**src/rtl/demux_1to4_8b_buf.sv**
```systemverilog
// 1-to-4 demultiplexer with one holding register per output port.
// An accepted input byte is registered into the target port and is held
// there, with its valid flag set, until that port's consumer takes it.
// Optional feature: define DEMUX_RR_EN to ignore sel and distribute bytes
// round-robin over ports 0..3 (pointer advances only on accept).
module demux_1to4_8b_buf #(
   parameter int unsigned WIDTH = 8
) (
   input  logic             clk,
   input  logic             rst,
   input  logic [WIDTH-1:0] in,
   input  logic [1:0]       sel,
   input  logic             in_valid,
   output logic             in_ready,
   output logic [WIDTH-1:0] a,
   output logic [WIDTH-1:0] b,
   output logic [WIDTH-1:0] c,
   output logic [WIDTH-1:0] d,
   output logic [3:0]       out_valid,
   input  logic [3:0]       out_ready
);

   logic [WIDTH-1:0] data_q [4];
   logic [WIDTH-1:0] data_d [4];
   logic [3:0]       full_q;
   logic [3:0]       full_d;
   logic [1:0]       tgt;
   logic             accept;

`ifdef DEMUX_RR_EN
   logic [1:0] ptr_q;
   logic [1:0] ptr_d;
   logic       unused_sel;

   // sel has no role in round-robin mode
   assign unused_sel = ^sel;
   assign tgt        = ptr_q;
`else
   assign tgt = sel;
`endif

   // A full target can still accept if it is being drained this cycle
   assign in_ready = ~full_q[tgt] | out_ready[tgt];
   assign accept   = in_valid & in_ready;

   // Next-state: drains clear flags, an accept then (re)loads the target port
   always_comb begin
      full_d = full_q;
      for (int i = 0; i < 4; i++) begin
         data_d[i] = data_q[i];
         if (full_q[i] && out_ready[i]) begin
            full_d[i] = 1'b0;
         end
      end
      if (accept) begin
         full_d[tgt] = 1'b1;
         data_d[tgt] = in;
      end
   end

`ifdef DEMUX_RR_EN
   // Pointer advances only on accept; stalls on a blocked port
   always_comb begin
      ptr_d = ptr_q;
      if (accept) begin
         ptr_d = ptr_q + 2'd1;
      end
   end

   // Round-robin pointer register
   always_ff @(posedge clk) begin
      if (rst) begin
         ptr_q <= 2'd0;
      end else begin
         ptr_q <= ptr_d;
      end
   end
`endif

   // Holding registers and full flags
   always_ff @(posedge clk) begin
      if (rst) begin
         full_q <= 4'b0000;
         for (int i = 0; i < 4; i++) begin
            data_q[i] <= '0;
         end
      end else begin
         full_q <= full_d;
         for (int i = 0; i < 4; i++) begin
            data_q[i] <= data_d[i];
         end
      end
   end

   assign out_valid = full_q;
   assign a         = data_q[0];
   assign b         = data_q[1];
   assign c         = data_q[2];
   assign d         = data_q[3];

endmodule

```
**config.mk**
```make
export PLATFORM = sky130hd
export DESIGN_NAME = demux_1to4_8b_buf
export DESIGN_NICKNAME = d
export VERILOG_FILES = /design/src/rtl/demux_1to4_8b_buf.sv
export SDC_FILE = /design/constraint.sdc
export NUM_CORES = 1
export LEC_CHECK = 0
export BUFFER_PORTS_ARGS = -buffer_cell sky130_fd_sc_hd__buf_2
export CELL_PAD_IN_SITES_DETAIL_PLACEMENT = 1
export CELL_PAD_IN_SITES_GLOBAL_PLACEMENT = 1
export CORE_AREA = 2 2 79 81
export CTS_BUF_LIST = sky130_fd_sc_hd__clkbuf_4
export DETAILED_ROUTE_END_ITERATION = 12
export DIE_AREA = 0 0 81 83
export PLACE_DENSITY = 0.66
export SYNTH_ARGS = -nofsm -noshare
export SYNTH_HDL_FRONTEND = slang
export SYNTH_SLANG_ARGS = --single-unit
```
**constraint.sdc**
```tcl
create_clock -name clk -period 2.6 [get_ports clk]
set_input_delay 0.78 -clock clk [delete_from_list [all_inputs] [get_ports clk]]
set_output_delay 0.78 -clock clk [all_outputs]
set_load 0.02 [all_outputs]
```
==> impl_metrics.json, run 1 <==
{
  "status": "complete, no violations",
  "grt_pass1_wl_um": 5930,
  "synth_common_cells": "43 x nand2b_1, 36 x dfxtp_1, 32 x mux2i_1",
  "routedWlPerCell_um": 13.7,
  "cts_tree": "built",
  "layout-drive-gt1-share_pct": 37.2,
  "async_reset_ff_share_pct": 0,
  "cp-startpoint": "out_ready[1]",
  "min_period_over_period_pct": 94.0,
  "cts.sinks": 36,
  "fillers": 700,
  "maxSlewViolCount": 0,
  "path_max_fanout": 3,
  "setup_viol": 0,
  "dp_hpwl_um": 2600,
  "skew_ns": 0.00753,
  "cts_setup_buffers": 0,
  "num_vias": 1108,
  "grt_pass1_vias": 1234,
  "arrival_ns": 1.66,
  "critPathLaunchType": "input pin",
  "min_period_ns": 2.44,
  "leakage_nw": 0.943,
  "grt_max_degree": 45,
  "synth_cells": 133,
  "postSynthAreaPerCell_um2": 11.3,
  "synth_area_um2": 1500,
  "yosysMostFrequentCell": "nand2b_1",
  "drv_cap": 0,
  "fp.coreArea_um2": 5820,
  "min_from": "data_q[0][2]",
  "setup_tns_ns": 0,
  "insertedDiodeCount": 0,
  "root_buffer": "clkbuf_4",
  "numCtsBuffers": 5,
  "track_usage_pct": 11.6,
  "max_slew_margin_pct": 60.4,
  "r2r_start": "out_valid[0]",
  "power_mw": 1.02,
  "dpl_cell_area_um2": 1820,
  "ctsHtreeMaxLevel": 2,
  "fp.dieArea_um2": 6720,
  "peakVddDrop_v": 0.000234,
  "fin_area_um2": 1880,
  "antenna_found_initial": 0,
  "drtAntennaViolNets": 0,
  "drtPass1Iterations": 4,
  "synth_area_leaders": "dfxtp_1 48%, mux2i_1 21%, nand2b_1 18%, buf_6 1.5%, mux4_2 1.5%",
  "ys_ff_latch": 36,
  "max_freq_mhz": 409,
  "clkTransAtPathRegs_ns": 0.10,
  "io_pins": 54,
  "hold_buffers": 0,
  "totalWireLength_um": 3590,
  "synth.yosys.warnings": 0,
  "hold_path.class": "reg2reg",
  "synth_edf_count": 0,
  "powerDensity_nw_per_um2": 541,
  "critical_path_class": "in2out",
  "rsz0062_at_grt": "false",
  "syn_nets": 150,
  "yosysTopAreaCellShare_pct": 48.1,
  "via_per_inst": 4.21,
  "gr-total-overflow": 0,
  "drc": 0,
  "yosys_most_used_dff": "dfxtp_1",
  "worst_pin_slew_ns": 0.593,
  "clkLatencyLatePin_ns": 0.33,
  "nets": 204,
  "ys_seq_area_share_pct": 48.1,
  "die_h_um": 83,
  "cts_resized": 0,
  "cp-end-kind": "primary output",
  "row_count": 28,
  "clock_path_buffers": 2,
  "die_w_um": 81,
  "hold_violations": 0,
  "drt_iter0_markers": 30,
  "gp_congestion": 0.679,
  "yosysUniqueCellTypes": 17,
  "area_growth_pct": 25.4,
  "required_ns": 1.82,
  "yosys.area.top_type": "dfxtp_1",
  "start_util_pct": 25.8,
  "numPortBuffers": 53
}
[path summary, 6_finish.rpt]
path	slack, ns	to	depth (start not counted)
worst min-delay path	0.48	data_q[0][2]	2
worst max-delay path	0.16	in_ready	4
worst min register to register	0.48	data_q[0][2]	2
worst max register to register	1.49	data_q[0][5]	4
[critical path: stages]
cell	delay, ns
buf_2	0.09
nand2b_1	0.17
mux4_2	0.46
buf_2	0.17
[placed cells by master, fill, tap and decap left out]
cell and instances:
mux4_2 1, mux2i_1 32, nor2b_4 1, nand3_2 1
a21oi_1 4, nand4_2 1, clkbuf_4 7, buf_2 53
and4_2 1, nand2b_1 43, and3_4 1, dfxtp_1 36
buf_4 3, nand2b_4 1, nand4b_1 1, nand3b_1 1
clkinv_1 1
[stage by stage]
step / cells / hold slack, ns / worst slack, ns / util (%)
final: 263 / 0.478 / 0.155 / 32.3
after global routing: 263 / 0.511 / 0.104 / 32.3
after global placement: 255 / 0.459 / 0.164 / 31.3
after CTS: 263 / 0.485 / 0.148 / 32.3
after detailed placement: 255 / 0.465 / 0.147 / 31.3
after floorplan: 133 / 0.546 / 0.317 / -
[report_power, final]
part | leakage [nW] | switching, mW | internal (mW)
registers | 0.293 | 0.00991 | 0.571
logic | 0.616 | 0.0751 | 0.0570
clock network | 0.0338 | 0.178 | 0.125
[registers in the layout (all words and copies together), names as in the netlist]
register	count
out_valid	4
data_q	32
[kinds of logic (layout without fill, tap and decap cells)]
family / Yosys count / in the layout / share of synthesized area [%]
buf+inv: 9 / 64 / 3.84
compound gates: 4 / 4 / 1.34
simple gates: 51 / 51 / 23.8
mux: 33 / 33 / 22.9
flops: 36 / 36 / 48.1
[layout make-up]
class | instances | area [um2] | share of cell area, %
well taps | 75 | 93.8 | 5.00
flip-flops and latches | 36 | 721 | 38.4
clock buffers | 7 | 52.6 | 2.80
multi-input cells | 88 | 719 | 38.3
clock inverters | 1 | 3.75 | 0.200
repair buffers | 56 | 288 | 15.3
[routing by layer]
metal  vias to the layer above  part of all wire [%]  global-route usage [%]
li1                        551                     -                       -
met1                       519                    42                    13.0
met2                        33                    49                    19.4
met3                         5                   8.1                    4.35
met4                         0                   1.3                    4.62
met5                         -                     0                       0
(Power assumes the default switching activity.)
==> inputs of run 2 (changes only) <==
==> constraint.sdc (replaced) <==
create_clock -name clk -period 2.6 [get_ports clk]
set_input_delay 0.52 -clock clk [delete_from_list [all_inputs] [get_ports clk]]
set_output_delay 0.52 -clock clk [all_outputs]
set_load 0.02 [all_outputs]
==> run 2 against run 1 <==
Via count is 2.4% lower; worst setup slack gained 0.48 ns; flip-flop and latch count did not move; hold slack better by 0.0020 ns; critical path depth is 1 lower.
==> impl_metrics.json, run 2 (synthesis results as in run 1) <==
{
  "setup_tns_ns": 0,
  "num_vias": 1081,
  "fp.dieArea_um2": 6720,
  "grt_pass1_wl_um": 5920,
  "path_max_fanout": 4,
  "hold_path.class": "reg2reg",
  "critical_path_class": "reg2out",
  "skew_ns": 0.0119,
  "hold_violations": 0,
  "drtAntennaViolNets": 0,
  "gp_congestion": 0.672,
  "cts.sinks": 36,
  "final-seq-area_um2": 721,
  "gr-total-overflow": 0,
  "critPathLaunchType": "flop",
  "io_pins": 54,
  "dp_hpwl_um": 2490,
  "status": "complete, no violations",
  "worst_pin_slew_ns": 0.760,
  "rsz0062_at_grt": "false",
  "drt_iter0_markers": 36,
  "die_h_um": 83,
  "mostFrequentLayoutCells": "53 x buf_2, 43 x nand2b_1, 36 x dfxtp_1",
  "largest-register": "data_q",
  "grt_pass1_vias": 1158,
  "ff2ff_path_depth": 3,
  "largest_register_ffs": 32,
  "r2r_start": "out_valid[1]",
  "cts_resized": 0,
  "max_slew_margin_pct": 49.1,
  "antenna_found_initial": 0,
  "power_mw": 1.01,
  "fp.coreArea_um2": 5820,
  "powerDensity_nw_per_um2": 545,
  "drv_cap": 0,
  "area_growth_pct": 23.9,
  "numCtsBuffers": 5,
  "crit_path_end": "in_ready",
  "fillers": 722,
  "placed_cells": 252,
  "totalWireLength_um": 3550,
  "via_per_inst": 4.16,
  "clock_path_buffers": 2,
  "cts_setup_buffers": 0,
  "drc": 0,
  "nets": 201,
  "clkTransAtPathRegs_ns": 0.11,
  "setup_viol": 0,
  "clkLatencyLatePin_ns": 0.33,
  "required_ns": 2.08,
  "cts_tree": "built",
  "track_usage_pct": 11.5,
  "insertedDiodeCount": 0,
  "leakage_nw": 0.925,
  "r2r-end": "data_q[1][1]",
  "min_period_ns": 1.96,
  "grt_max_degree": 45,
  "multi_input_area_um2": 719,
  "regToRegSetupSlack_ns": 1.09,
  "cp-startpoint": "out_valid[2]",
  "routedWlPerCell_um": 13.6,
  "layout-drive-gt1-share_pct": 36.2,
  "row_count": 28,
  "ctsHtreeMaxLevel": 2,
  "drtPass1Iterations": 4,
  "die_w_um": 81,
  "max_freq_mhz": 509,
  "numPortBuffers": 53,
  "maxSlewViolCount": 0,
  "min_period_over_period_pct": 75.5,
  "root_buffer": "clkbuf_4",
  "hold_buffers": 0,
  "fin_cells": 260,
  "arrival_ns": 1.44,
  "start_util_pct": 25.8,
  "cp-end-kind": "primary output",
  "layout_commonest_cell": "buf_2",
  "peakVddDrop_v": 0.000238
}
[run 2: metal layers]
metal  global-route usage [%]  vias to the layer above  routed length (um)
met1                     13.5                      496                1530
met2                     18.9                       34                1720
met4                     2.77                        0                  30
li1                         -                      547                   -
met3                     5.22                        4                 270
met5                        0                        -                   0
[run 2: final cells by class]
type	count	share of cell area [%]
Clock buffer	6	2.43
Timing Repair Buffer	53	14.3
Clock inverter	2	0.607
Tap cell	75	5.06
Sequential cell	36	38.8
Multi-Input combinational cell	88	38.8
[run 2: worst max-delay path, cell delays in order (launching register included)]
cell      delay [ns]
dfxtp_1         0.35
nand2b_1        0.13
mux4_2          0.46
buf_2           0.17
[run 2: where the power goes]
part	switching, mW	internal (mW)
Combinational	0.0745	0.0556
Sequential	0.0100	0.571
Clock	0.186	0.113
[run 2: how the worst min path moves through the flow]
stage	start	to	slack, ns	depth (start not counted)
after floorplan	data_q[2][7]	data_q[2][7]	0.55	2
after global placement	data_q[0][5]	data_q[0][5]	0.46	2
after detailed placement	data_q[3][3]	data_q[3][3]	0.46	2
after CTS	out_ready[1]	out_valid[1]	0.48	3
after global routing	out_ready[1]	out_valid[1]	0.49	3
final	data_q[3][3]	data_q[3][3]	0.48	2
[run 2: stage by stage]
stage | utilization [%] | hold WS (ns) | area [um2] | setup slack [ns]
6_report | 31.9 | 0.480 | 1860 | 0.637
5_1_grt | 31.9 | 0.489 | 1860 | 0.557
4_1_cts | 31.9 | 0.482 | 1860 | 0.610
3_5_place_dp | 30.9 | 0.461 | 1800 | 0.642
3_3_place_gp | 30.9 | 0.458 | 1800 | 0.651
2_1_floorplan | - | 0.546 | 1500 | 0.837
==> inputs of run 3 (changes only) <==
- clock period: 2.6 -> 2.03 ns (I/O delays scaled with it)
==> run 3 against run 2 <==
Clock-buffer cell count shrank 1; clock skew is essentially flat; first-iteration DRC count shrank 22%; critical path type unchanged.
==> impl_metrics.json, run 3 (synthesis results as in run 1) <==
{
  "ff2ff_path_depth": 4,
  "critical_path_class": "reg2out",
  "path_max_fanout": 4,
  "p_seq_share_pct": 58.9,
  "mostFrequentLayoutCells": "53 x buf_2, 43 x nand2b_1, 36 x dfxtp_1",
  "cts_resized": 0,
  "totalWireLength_um": 3540,
  "nets": 205,
  "ctsHtreeMaxLevel": 2,
  "antenna_found_initial": 0,
  "cts_tree": "built",
  "grt_pass1_wl_um": 5880,
  "clock_path_buffers": 2,
  "min_from": "out_ready[3]",
  "fp.coreArea_um2": 5820,
  "clkLatencyLatePin_ns": 0.34,
  "r2r-end": "data_q[0][6]",
  "gr-total-overflow": 0,
  "regToRegSetupSlack_ns": 0.99,
  "worst_pin_slew_ns": 0.274,
  "min_to": "out_valid[3]",
  "worstPathCellList": "nand2b_1 > mux4_2 > buf_2",
  "swShare_pct": 26.6,
  "dp_hpwl_um": 2630,
  "numPortBuffers": 53,
  "fin_area_um2": 1870,
  "cts.sinks": 36,
  "dpl_cell_area_um2": 1830,
  "area_growth_pct": 25.1,
  "root_buffer": "clkbuf_4",
  "p_int_mw": 0.927,
  "hold_buffers": 0,
  "setup_tns_ns": 0,
  "die_h_um": 83,
  "combPwrFrac_pct": 13.6,
  "via_per_inst": 4.23,
  "fp.dieArea_um2": 6720,
  "fillers": 707,
  "status": "complete, no violations",
  "drtAntennaViolNets": 0,
  "max_freq_mhz": 548,
  "power.switching_mw": 0.336,
  "hold_violations": 0,
  "clkTransAtPathRegs_ns": 0.10,
  "drv_cap": 0,
  "setup_viol": 0,
  "critPathBufInv": 1,
  "die_w_um": 81,
  "min_period_over_period_pct": 89.9,
  "leakage_nw": 0.941,
  "grt_max_degree": 18,
  "cts_setup_buffers": 0,
  "skew_ns": 0.0124,
  "hold_path.class": "in2reg",
  "io_pins": 54,
  "insertedDiodeCount": 0,
  "maxSlewViolCount": 0,
  "rsz0062_at_grt": "false",
  "cpPeakStageDelay_ns": 0.46,
  "max_slew_margin_pct": 81.7,
  "slowest_stage": "mux4_2",
  "multi_input_area_um2": 719,
  "start_util_pct": 25.8,
  "final-seq-area_um2": 721,
  "largest_register_ffs": 32,
  "critPathLaunchType": "flop",
  "largest-register": "data_q",
  "grt_pass1_vias": 1196,
  "power_frac_clock_pct": 27.5,
  "r2r_start": "out_valid[0]",
  "min_period_ns": 1.83,
  "whs_path_depth": 3,
  "layout-drive-gt1-share_pct": 36.7,
  "track_usage_pct": 11.5,
  "num_vias": 1112,
  "row_count": 28,
  "cp_top_family": "multiplexers",
  "gp_congestion": 0.696,
  "drt_iter0_markers": 28,
  "layout_commonest_cell": "buf_2",
  "arrival_ns": 1.42,
  "numCtsBuffers": 5,
  "cp-end-kind": "primary output",
  "drc": 0,
  "routedWlPerCell_um": 13.5,
  "peakVddDrop_v": 0.000405,
  "powerDensity_nw_per_um2": 674,
  "drtPass1Iterations": 3,
  "required_ns": 1.62
}
==> run 3: cell count changes in the layout (fill, tap and decap cells not counted), sizes merged <==
| cell | previous run | this run |
|---|---|---|
| clkinv | 1 | 2 |
| clkbuf | 6 | 5 |
| clkinvlp | 1 | 0 |
| buf | 53 | 57 |
==> run 3: worst max path at each step <==
stage | from | to | slack [ns] | cells past startpoint
detailed placement | out_ready[2] | in_ready | 0.30 | 4
global route | out_valid[2] | in_ready | 0.11 | 3
CTS | out_valid[2] | in_ready | 0.17 | 3
global placement | out_ready[2] | in_ready | 0.31 | 4
floorplan | sel[1] | in_ready | 0.50 | 2
finish | out_valid[2] | in_ready | 0.20 | 3
==> run 3: stage by stage <==
step / hold WS [ns] / cells / setup WS [ns] / power (mW) / utilization [%]
6_report: 0.379 / 263 / 0.204 / 1.26 / 32.2
2_1_floorplan: 0.546 / 133 / 0.495 / 0.873 / -
3_5_place_dp: 0.464 / 256 / 0.302 / 0.935 / 31.5
3_3_place_gp: 0.457 / 256 / 0.307 / 0.933 / 31.5
4_1_cts: 0.359 / 263 / 0.173 / 1.29 / 32.2
5_1_grt: 0.361 / 263 / 0.111 / 1.34 / 32.2
==> run 3: final cells by class <==
cell class              instances  share of cell area (%)
clock inverters                 2                   0.401
well taps                      75                    5.01
repair buffers                 57                    15.8
flip-flops and latches         36                    38.5
multi-input cells              88                    38.4
clock buffers                   5                    2.00
==> run 3: tightest hold or removal path, stage by stage <==
cell	delay, ns
buf_2	0.08
nand2b_4	0.12
a21oi_1	0.06
==> run 3: per-layer routing <==
layer | routed length [um] | global-route usage [%] | part of all wire (%) | up-vias
li1 | - | - | - | 548
met1 | 1490 | 12.9 | 42 | 525
met5 | 0 | 0 | 0 | -
met4 | 42 | 4.62 | 1.2 | 0
met3 | 309 | 4.57 | 8.7 | 5
met2 | 1700 | 19.2 | 48 | 34
==> run 3: power by group through the flow <==
stage	clock network (mW)	logic (mW)	registers, mW
finish	0.348	0.171	0.744
global route	0.405	0.186	0.748
CTS	0.367	0.176	0.744
detailed placement	0	0.175	0.760
global placement	0	0.174	0.759
floorplan	0	0.0821	0.791
